`config.mk`:
```
export PLATFORM = sky130hd
export DESIGN_NAME = ifu_fetch
export DESIGN_NICKNAME = d
export VERILOG_FILES = /design/src/rtl/ifu_fetch.sv
export SDC_FILE = /design/constraint.sdc
export NUM_CORES = 2
export LEC_CHECK = 0
export CELL_PAD_IN_SITES_DETAIL_PLACEMENT = 0
export CELL_PAD_IN_SITES_GLOBAL_PLACEMENT = 1
export CORE_MARGIN = 3
export CORE_UTILIZATION = 44
export DETAILED_ROUTE_END_ITERATION = 8
export PLACE_DENSITY = 0.75
export SLEW_MARGIN = 15
export SYNTH_ARGS = -nofsm -noshare
export SYNTH_HDL_FRONTEND = slang
export SYNTH_SLANG_ARGS = --single-unit
export TNS_END_PERCENT = 5
```
`constraint.sdc`:
```
create_clock -name clk -period 4.15 [get_ports clk]
set_clock_uncertainty 0.2 [all_clocks]
set_input_delay 0.83 -clock clk [delete_from_list [all_inputs] [get_ports clk]]
set_output_delay 0.83 -clock clk [all_outputs]
set_load 0.02 [all_outputs]
```
`src/rtl/ifu_fetch.sv`:
```
// Instruction-fetch front end: drives the fetch PC toward the mmu, tracks up to two
// outstanding requests and buffers returned instructions in an in-order queue.
module ifu_fetch #(
    parameter logic [31:0] RESET_PC = 32'h1c00_0000,
    parameter int unsigned QDEPTH   = 8
) (
    input  logic        clk,
    input  logic        reset,
    input  logic        redirect_valid,
    input  logic [31:0] redirect_pc,
    output logic        i_req,
    output logic [31:0] i_va,
    input  logic        i_addr_ok,
    input  logic        i_double,
    input  logic        i_data_ok,
    input  logic [63:0] i_rdata,
    input  logic        i_tlbr,
    input  logic        i_pif,
    input  logic        i_ppi,
    output logic        out0_valid,
    output logic        out1_valid,
    output logic [31:0] out0_pc,
    output logic [31:0] out1_pc,
    output logic [31:0] out0_inst,
    output logic [31:0] out1_inst,
    output logic [2:0]  out0_excp,
    output logic [2:0]  out1_excp,
    input  logic [1:0]  pop
);
    localparam int unsigned PW = $clog2(QDEPTH);
    localparam int unsigned CW = PW + 1;
    localparam int unsigned RW = CW + 2;

    localparam logic [2:0] EXC_NONE = 3'd0;
    localparam logic [2:0] EXC_ADEF = 3'd1;
    localparam logic [2:0] EXC_TLBR = 3'd2;
    localparam logic [2:0] EXC_PIF  = 3'd3;
    localparam logic [2:0] EXC_PPI  = 3'd4;

    logic [31:0]   pc_q, pc_d;
    logic          stall_q, stall_d;
    logic [31:0]   trk_pc_q [2];
    logic [1:0]    trk_dbl_q;
    logic [1:0]    trk_disc_q, trk_disc_d;
    logic          trk_rd_q, trk_rd_d;
    logic          trk_wr_q, trk_wr_d;
    logic [1:0]    trk_cnt_q, trk_cnt_d;

    logic [31:0]   q_pc_q   [QDEPTH];
    logic [31:0]   q_inst_q [QDEPTH];
    logic [2:0]    q_excp_q [QDEPTH];
    logic [PW-1:0] head_q, head_d;
    logic [PW-1:0] tail_q, tail_d;
    logic [CW-1:0] count_q, count_d;

    logic [2:0]    fault_code;
    logic [1:0]    slot_vld;
    logic [1:0]    live;
    logic [CW-1:0] free_slots;
    logic [CW-1:0] pop_ext, pop_eff;
    logic          room_ok;
    logic          hs;
    logic          data_take, data_push, excp_push;
    logic [1:0]    push_n;
    logic [31:0]   wr0_pc, wr0_inst, wr1_pc, wr1_inst;
    logic [2:0]    wr0_excp;
    logic [PW-1:0] head1;

    always_comb begin
        fault_code = EXC_NONE;
        if (pc_q[1:0] != 2'b00) fault_code = EXC_ADEF;
        else if (i_tlbr)        fault_code = EXC_TLBR;
        else if (i_pif)         fault_code = EXC_PIF;
        else if (i_ppi)         fault_code = EXC_PPI;
    end

    assign slot_vld[0] = (trk_cnt_q == 2'd2) || ((trk_cnt_q == 2'd1) && !trk_rd_q);
    assign slot_vld[1] = (trk_cnt_q == 2'd2) || ((trk_cnt_q == 2'd1) && trk_rd_q);
    assign live        = {1'b0, slot_vld[0] & ~trk_disc_q[0]} + {1'b0, slot_vld[1] & ~trk_disc_q[1]};
    assign free_slots  = CW'(QDEPTH) - count_q;
    // Every live request holds a two-slot reservation so its response always fits.
    assign room_ok     = RW'(free_slots) >= (RW'({live, 1'b0}) + RW'(2));

    assign i_req     = reset && !stall_q && (trk_cnt_q != 2'd2) && (fault_code == EXC_NONE) && room_ok;
    assign i_va      = pc_q;
    assign hs        = i_req && i_addr_ok;
    assign data_take = i_data_ok && (trk_cnt_q != 2'd0);
    assign data_push = data_take && !trk_disc_q[trk_rd_q] && !redirect_valid;
    assign excp_push = !stall_q && !redirect_valid && (fault_code != EXC_NONE)
                       && (trk_cnt_q == 2'd0) && (free_slots != '0);

    assign wr1_pc   = trk_pc_q[trk_rd_q] + 32'd4;
    assign wr1_inst = i_rdata[63:32];
    assign pop_ext  = CW'(pop);
    assign pop_eff  = (pop_ext > count_q) ? count_q : pop_ext;

    always_comb begin
        pc_d       = pc_q;
        stall_d    = stall_q;
        trk_disc_d = trk_disc_q;
        trk_rd_d   = trk_rd_q;
        trk_wr_d   = trk_wr_q;
        trk_cnt_d  = trk_cnt_q + {1'b0, hs} - {1'b0, data_take};
        push_n     = 2'd0;
        wr0_pc     = pc_q;
        wr0_inst   = 32'd0;
        wr0_excp   = fault_code;
        if (data_take) trk_rd_d = ~trk_rd_q;
        if (hs)        trk_wr_d = ~trk_wr_q;
        if (redirect_valid) begin
            trk_disc_d = 2'b11;
            pc_d       = redirect_pc;
            stall_d    = 1'b0;
        end else begin
            if (hs) pc_d = pc_q + (i_double ? 32'd8 : 32'd4);
            if (excp_push) begin
                stall_d = 1'b1;
                push_n  = 2'd1;
            end else if (data_push) begin
                push_n   = trk_dbl_q[trk_rd_q] ? 2'd2 : 2'd1;
                wr0_pc   = trk_pc_q[trk_rd_q];
                wr0_inst = i_rdata[31:0];
                wr0_excp = EXC_NONE;
            end
        end
        // A request accepted alongside a redirect belongs to the old stream.
        if (hs) trk_disc_d[trk_wr_q] = redirect_valid;
    end

    always_comb begin
        head_d  = head_q + PW'(pop_eff);
        tail_d  = tail_q + PW'(push_n);
        count_d = count_q + CW'(push_n) - pop_eff;
        if (redirect_valid) begin
            head_d  = '0;
            tail_d  = '0;
            count_d = '0;
        end
    end

    always_ff @(posedge clk) begin
        if (!reset) begin
            pc_q       <= RESET_PC;
            stall_q    <= 1'b0;
            trk_disc_q <= 2'b00;
            trk_rd_q   <= 1'b0;
            trk_wr_q   <= 1'b0;
            trk_cnt_q  <= 2'd0;
            head_q     <= '0;
            tail_q     <= '0;
            count_q    <= '0;
        end else begin
            pc_q       <= pc_d;
            stall_q    <= stall_d;
            trk_disc_q <= trk_disc_d;
            trk_rd_q   <= trk_rd_d;
            trk_wr_q   <= trk_wr_d;
            trk_cnt_q  <= trk_cnt_d;
            head_q     <= head_d;
            tail_q     <= tail_d;
            count_q    <= count_d;
        end
    end

    // Payload storage needs no reset: validity comes from the counters above.
    always_ff @(posedge clk) begin
        if (hs) begin
            trk_pc_q[trk_wr_q]  <= pc_q;
            trk_dbl_q[trk_wr_q] <= i_double;
        end
        if (push_n != 2'd0) begin
            q_pc_q[tail_q]   <= wr0_pc;
            q_inst_q[tail_q] <= wr0_inst;
            q_excp_q[tail_q] <= wr0_excp;
        end
        if (push_n == 2'd2) begin
            q_pc_q[tail_q + PW'(1)]   <= wr1_pc;
            q_inst_q[tail_q + PW'(1)] <= wr1_inst;
            q_excp_q[tail_q + PW'(1)] <= EXC_NONE;
        end
    end

    assign head1      = head_q + PW'(1);
    assign out0_valid = (count_q != '0);
    assign out1_valid = (count_q > CW'(1));
    assign out0_pc    = out0_valid ? q_pc_q[head_q]   : 32'd0;
    assign out0_inst  = out0_valid ? q_inst_q[head_q] : 32'd0;
    assign out0_excp  = out0_valid ? q_excp_q[head_q] : EXC_NONE;
    assign out1_pc    = out1_valid ? q_pc_q[head1]    : 32'd0;
    assign out1_inst  = out1_valid ? q_inst_q[head1]  : 32'd0;
    assign out1_excp  = out1_valid ? q_excp_q[head1]  : EXC_NONE;
endmodule
```
==> results.txt <==
outcome: finished clean
CP max stage cell: clkdlybuf4s50_1
Reg2Reg Launch Point: tail_q[0]
worst hold path depth: 2
post-route cell area: 46000 um2
worst setup path category: flip-flop to primary output
RR Endpoint: q_pc_q[7][6]
number of global-route vias before repair: 30.6k
WP data arrival: 3.12 ns
fin. max-slew vios: 0
largest net degree at the start of global routing: 76
Endpoint, Worst Hold: q_excp_q[6][2]
GR peak layer: met2
Pleak: 15.1 nW
GR Layer Usage met2: 46.4%
fin crit period: 4.15 ns
DR WL/cell: 28.6 um
final-report hold violation count: 0
met1 Use GR: 40.1%
gr ovfl total: 0
highest net fanout along the worst path: 34
count of yosys warnings during synthesis: 0
placed cell area: 43300 um2
combinational power share: 47.6%
via/cell ratio: 6.56
max_cap viols: 0
CTS Hold Buffers Added: 0
final core occ: 53.7%
Synth Register Bits: 652
Rows: 107
core footprint: 85500 um2
detailed placement HPWL: 89.0 mm
synthesized area: 38200 um2
number of distinct library cells after synthesis: 76
PortBufs: 275
initial drt markers: 3955
CTS buffer count: 74
R2R depth: 6
Post-synth EDFFs: 578
Avg Cell Area, Syn: 11.4 um2
Total Neg Setup Slack: 0 ns
DIE WIDTH: 301 um
f_max: 241 MHz
Seq pwr share: 29.8%
worst-margin pin slew: 1.23 ns
fin crit share: 100%
post-route ant nets: 0
crit-path cells: inv_1, ha_4, nand2b_1, a22o_4, buf_12, a21oi_1, clkdlybuf4s50_1
final hold slack: 0.288 ns
Max Root-Sink Buffers: 3
CTS tree: built
total number of vias: 31.3k
startpoint class of the critical path: flip-flop
Final Setup Violations: 0
Clk pwr share: 22.6%
# H-tree levels: 3
async set-reset flop share out of synthesis: 0%
TritonRoute pass-1 iters: 6
register-to-register setup slack: 0.55 ns
total track usage: 29.4%
initial antenna violation count: 3
Reg clk slew, reported paths: 0.06 ns
root buffer cell: clkbuf_16
worst path required time: 3.12 ns
HP Class: flip-flop to flip-flop
maximum vdd drop: 733 uV
Synthesized Nets: 3473
cell internal pwr: 17.3 mW
CTS sink count: 652
CP endpoint kind: primary output
final WL: 137 mm
fraction of layout cells with a size suffix above 1: 18.4%
I/O pins: 276
hold path start: q_excp_q[6][2]
Critical Path Max Stage Delay: 0.68 ns
RSZ-0062 raised after global routing: true
Nets: 3714
sw frac: 39.0%
Max transition margin: 15.4%
Initial Utilization: 44.6%
PD cells: 615 nW/um2
M3 GR Usage: 5.87%
RePlAce Congestion: 0.936
Net Sw Power: 11.0 mW
Skew-Pair Late Insertion Delay: 0.63 ns
Area Overhead vs Synth: 20.5%
DRC Markers: 0
Die H: 301 um
Die ar.: 90300 um2
most common flop cell mapped by yosys: edfxtp_1
Seq/Total Area, Yosys: 49.4%
global-route wire length before repair: 198 mm
Post-Synthesis Cells: 3338
## placed cells by master (no fill, tap or decap), types with 8 or more instances in the layout
cell type and count:
a21oi_1 170, a221oi_1 21, a31oi_1 33, and2_1 10, buf_12 52, buf_4 143, clkbuf_1 15, clkbuf_16 77
clkdlybuf4s50_1 248, clkinv_1 14, dfxtp_1 69, dlygate4sd2_1 11, edfxtp_1 578, ha_1 21, inv_1 33, mux2_2 16
mux2i_1 180, mux4_2 268, nand2_1 591, nand2b_1 10, nand3_1 73, nand4_1 35, nor2_1 147, nor2_4 9
nor2b_1 8, nor3_1 42, nor4_1 24, o211ai_1 9, o21ai_0 362, o21ai_1 9, o311a_1 8, o311ai_0 16
o31ai_1 60, o41ai_1 8, or3_1 12, or4_1 8, xnor2_1 28, xor2_1 10
## state kept, by name, indices dropped and copies added, names as in the netlist, named ones only
register    flops
trk_rd_q        1
count_q         4
trk_dbl_q       2
head_q          3
trk_wr_q        1
q_pc_q        256
trk_disc_q      2
q_excp_q       24
q_inst_q      256
tail_q          3
trk_cnt_q       2
stall_q         1
trk_pc_q       64
i_va           32
## cell type report
type,count,area (um2)
clock buffers,94,2000
diodes,2,5.00
inverters,35,131
flip-flops and latches,652,18900
well taps,1144,1430
multi-input cells,2345,18300
fillers,7238,39600
repair buffers,471,4970
clock inverters,35,314
## synth_stat cells (7+ instances only)
master      n  share of area [%]
mux2i_1   188                4.9
or3_1      13               0.21
buf_1      64               0.63
o211ai_1    9               0.18
nand2b_1   10               0.16
and2_1     11               0.18
a221oi_1   21               0.48
o41ai_1     8               0.18
nand3_1    74               0.97
nor2b_1     8               0.13
nor2_1    156                1.5
edfxtp_1  578                 45
a21oi_1   177                2.3
o21ai_0   362                4.7
mux2_2     16               0.47
a31oi_1    33               0.54
buf_2      20               0.26
o31ai_1    60                1.2
inv_1      33               0.32
xor2_1     11               0.25
nand4_1    35               0.57
mux4_2    268                 16
ha_1       24               0.79
buf_4      27               0.53
or4_1       8               0.16
o311a_1     8               0.21
nor3_1     48               0.63
nand2_1   598                5.9
dfxtp_1    74                3.9
xnor2_1    29               0.67
nor4_1     24               0.39
o21ai_1     9               0.12
and3_1      7               0.11
o311ai_0   16               0.37
clkbuf_1  188                1.8
clkbuf_2    8               0.10
## stage by stage
| step | power [mW] | worst slack, ns | std cells |
|---|---|---|---|
| 4_1_cts | 28.0 | -0.0149 | 4769 |
| 2_1_floorplan | 15.8 | -0.195 | 3338 |
| 5_1_grt | 29.4 | -0.0528 | 4778 |
| 3_3_place_gp | 21.4 | 0.119 | 4635 |
| 6_report | 28.3 | 0.0000289 | 4778 |
| 3_5_place_dp | 21.6 | 0.0187 | 4635 |
## logic make-up after synthesis
| family | share of synthesized area, % |
|---|---|
| and+or+nand+nor | 12.0 |
| AOI/OAI and AO/OA | 11.7 |
| DFF | 49.4 |
| muxes | 21.3 |
| buffers and inverters | 3.72 |
| xor gates and xnor gates | 0.918 |
| adders and majority gates | 0.997 |
## power groups by stage
stage,combinational [mW],clock [mW],sequential (mW)
global placement,12.9,0,8.47
detailed placement,13.1,0,8.53
floorplan,7.40,0,8.38
global route,14.2,6.71,8.47
CTS,13.2,6.45,8.40
finish,13.5,6.39,8.42
## worst max-delay path by stage
stage          slack (ns)            to  cells past startpoint       start
2_1_floorplan       -0.19  trk_dbl_q[1]                      6       i_pif
3_3_place_gp         0.12    count_q[3]                     12       i_pif
3_5_place_dp         0.02    count_q[2]                     12       i_pif
4_1_cts             -0.01    out0_pc[4]                      5   head_q[1]
5_1_grt             -0.05  out1_inst[4]                      8  count_q[1]
6_report          0.00003   out1_pc[25]                      7  count_q[1]
## per-layer routing
layer  share of wire (%)  vias up  wire length, um
met5                   0        -                0
met4                 3.8        0             5220
met3                  11      309            15200
met2                  46     2037            62900
met1                  39    15700            53300
li1                    -    13300                -
## worst max-delay path: cells and delay by family (launching register included)
kind / cells / cell delay (ns)
fa+ha+maj: 1 / 0.26
compound gates: 2 / 0.61
flops: 1 / 0.40
simple gates: 1 / 0.17
buf+inv: 3 / 0.99
## timing repair
item                                    CTS  global route
endpoints found under the setup margin   71            66
pin swaps                                 1             1
buffers inserted                          4             5
gates resized for setup                  32            20
cloned                                    1             2
Note: power is estimated with default switching activity, not from simulation.
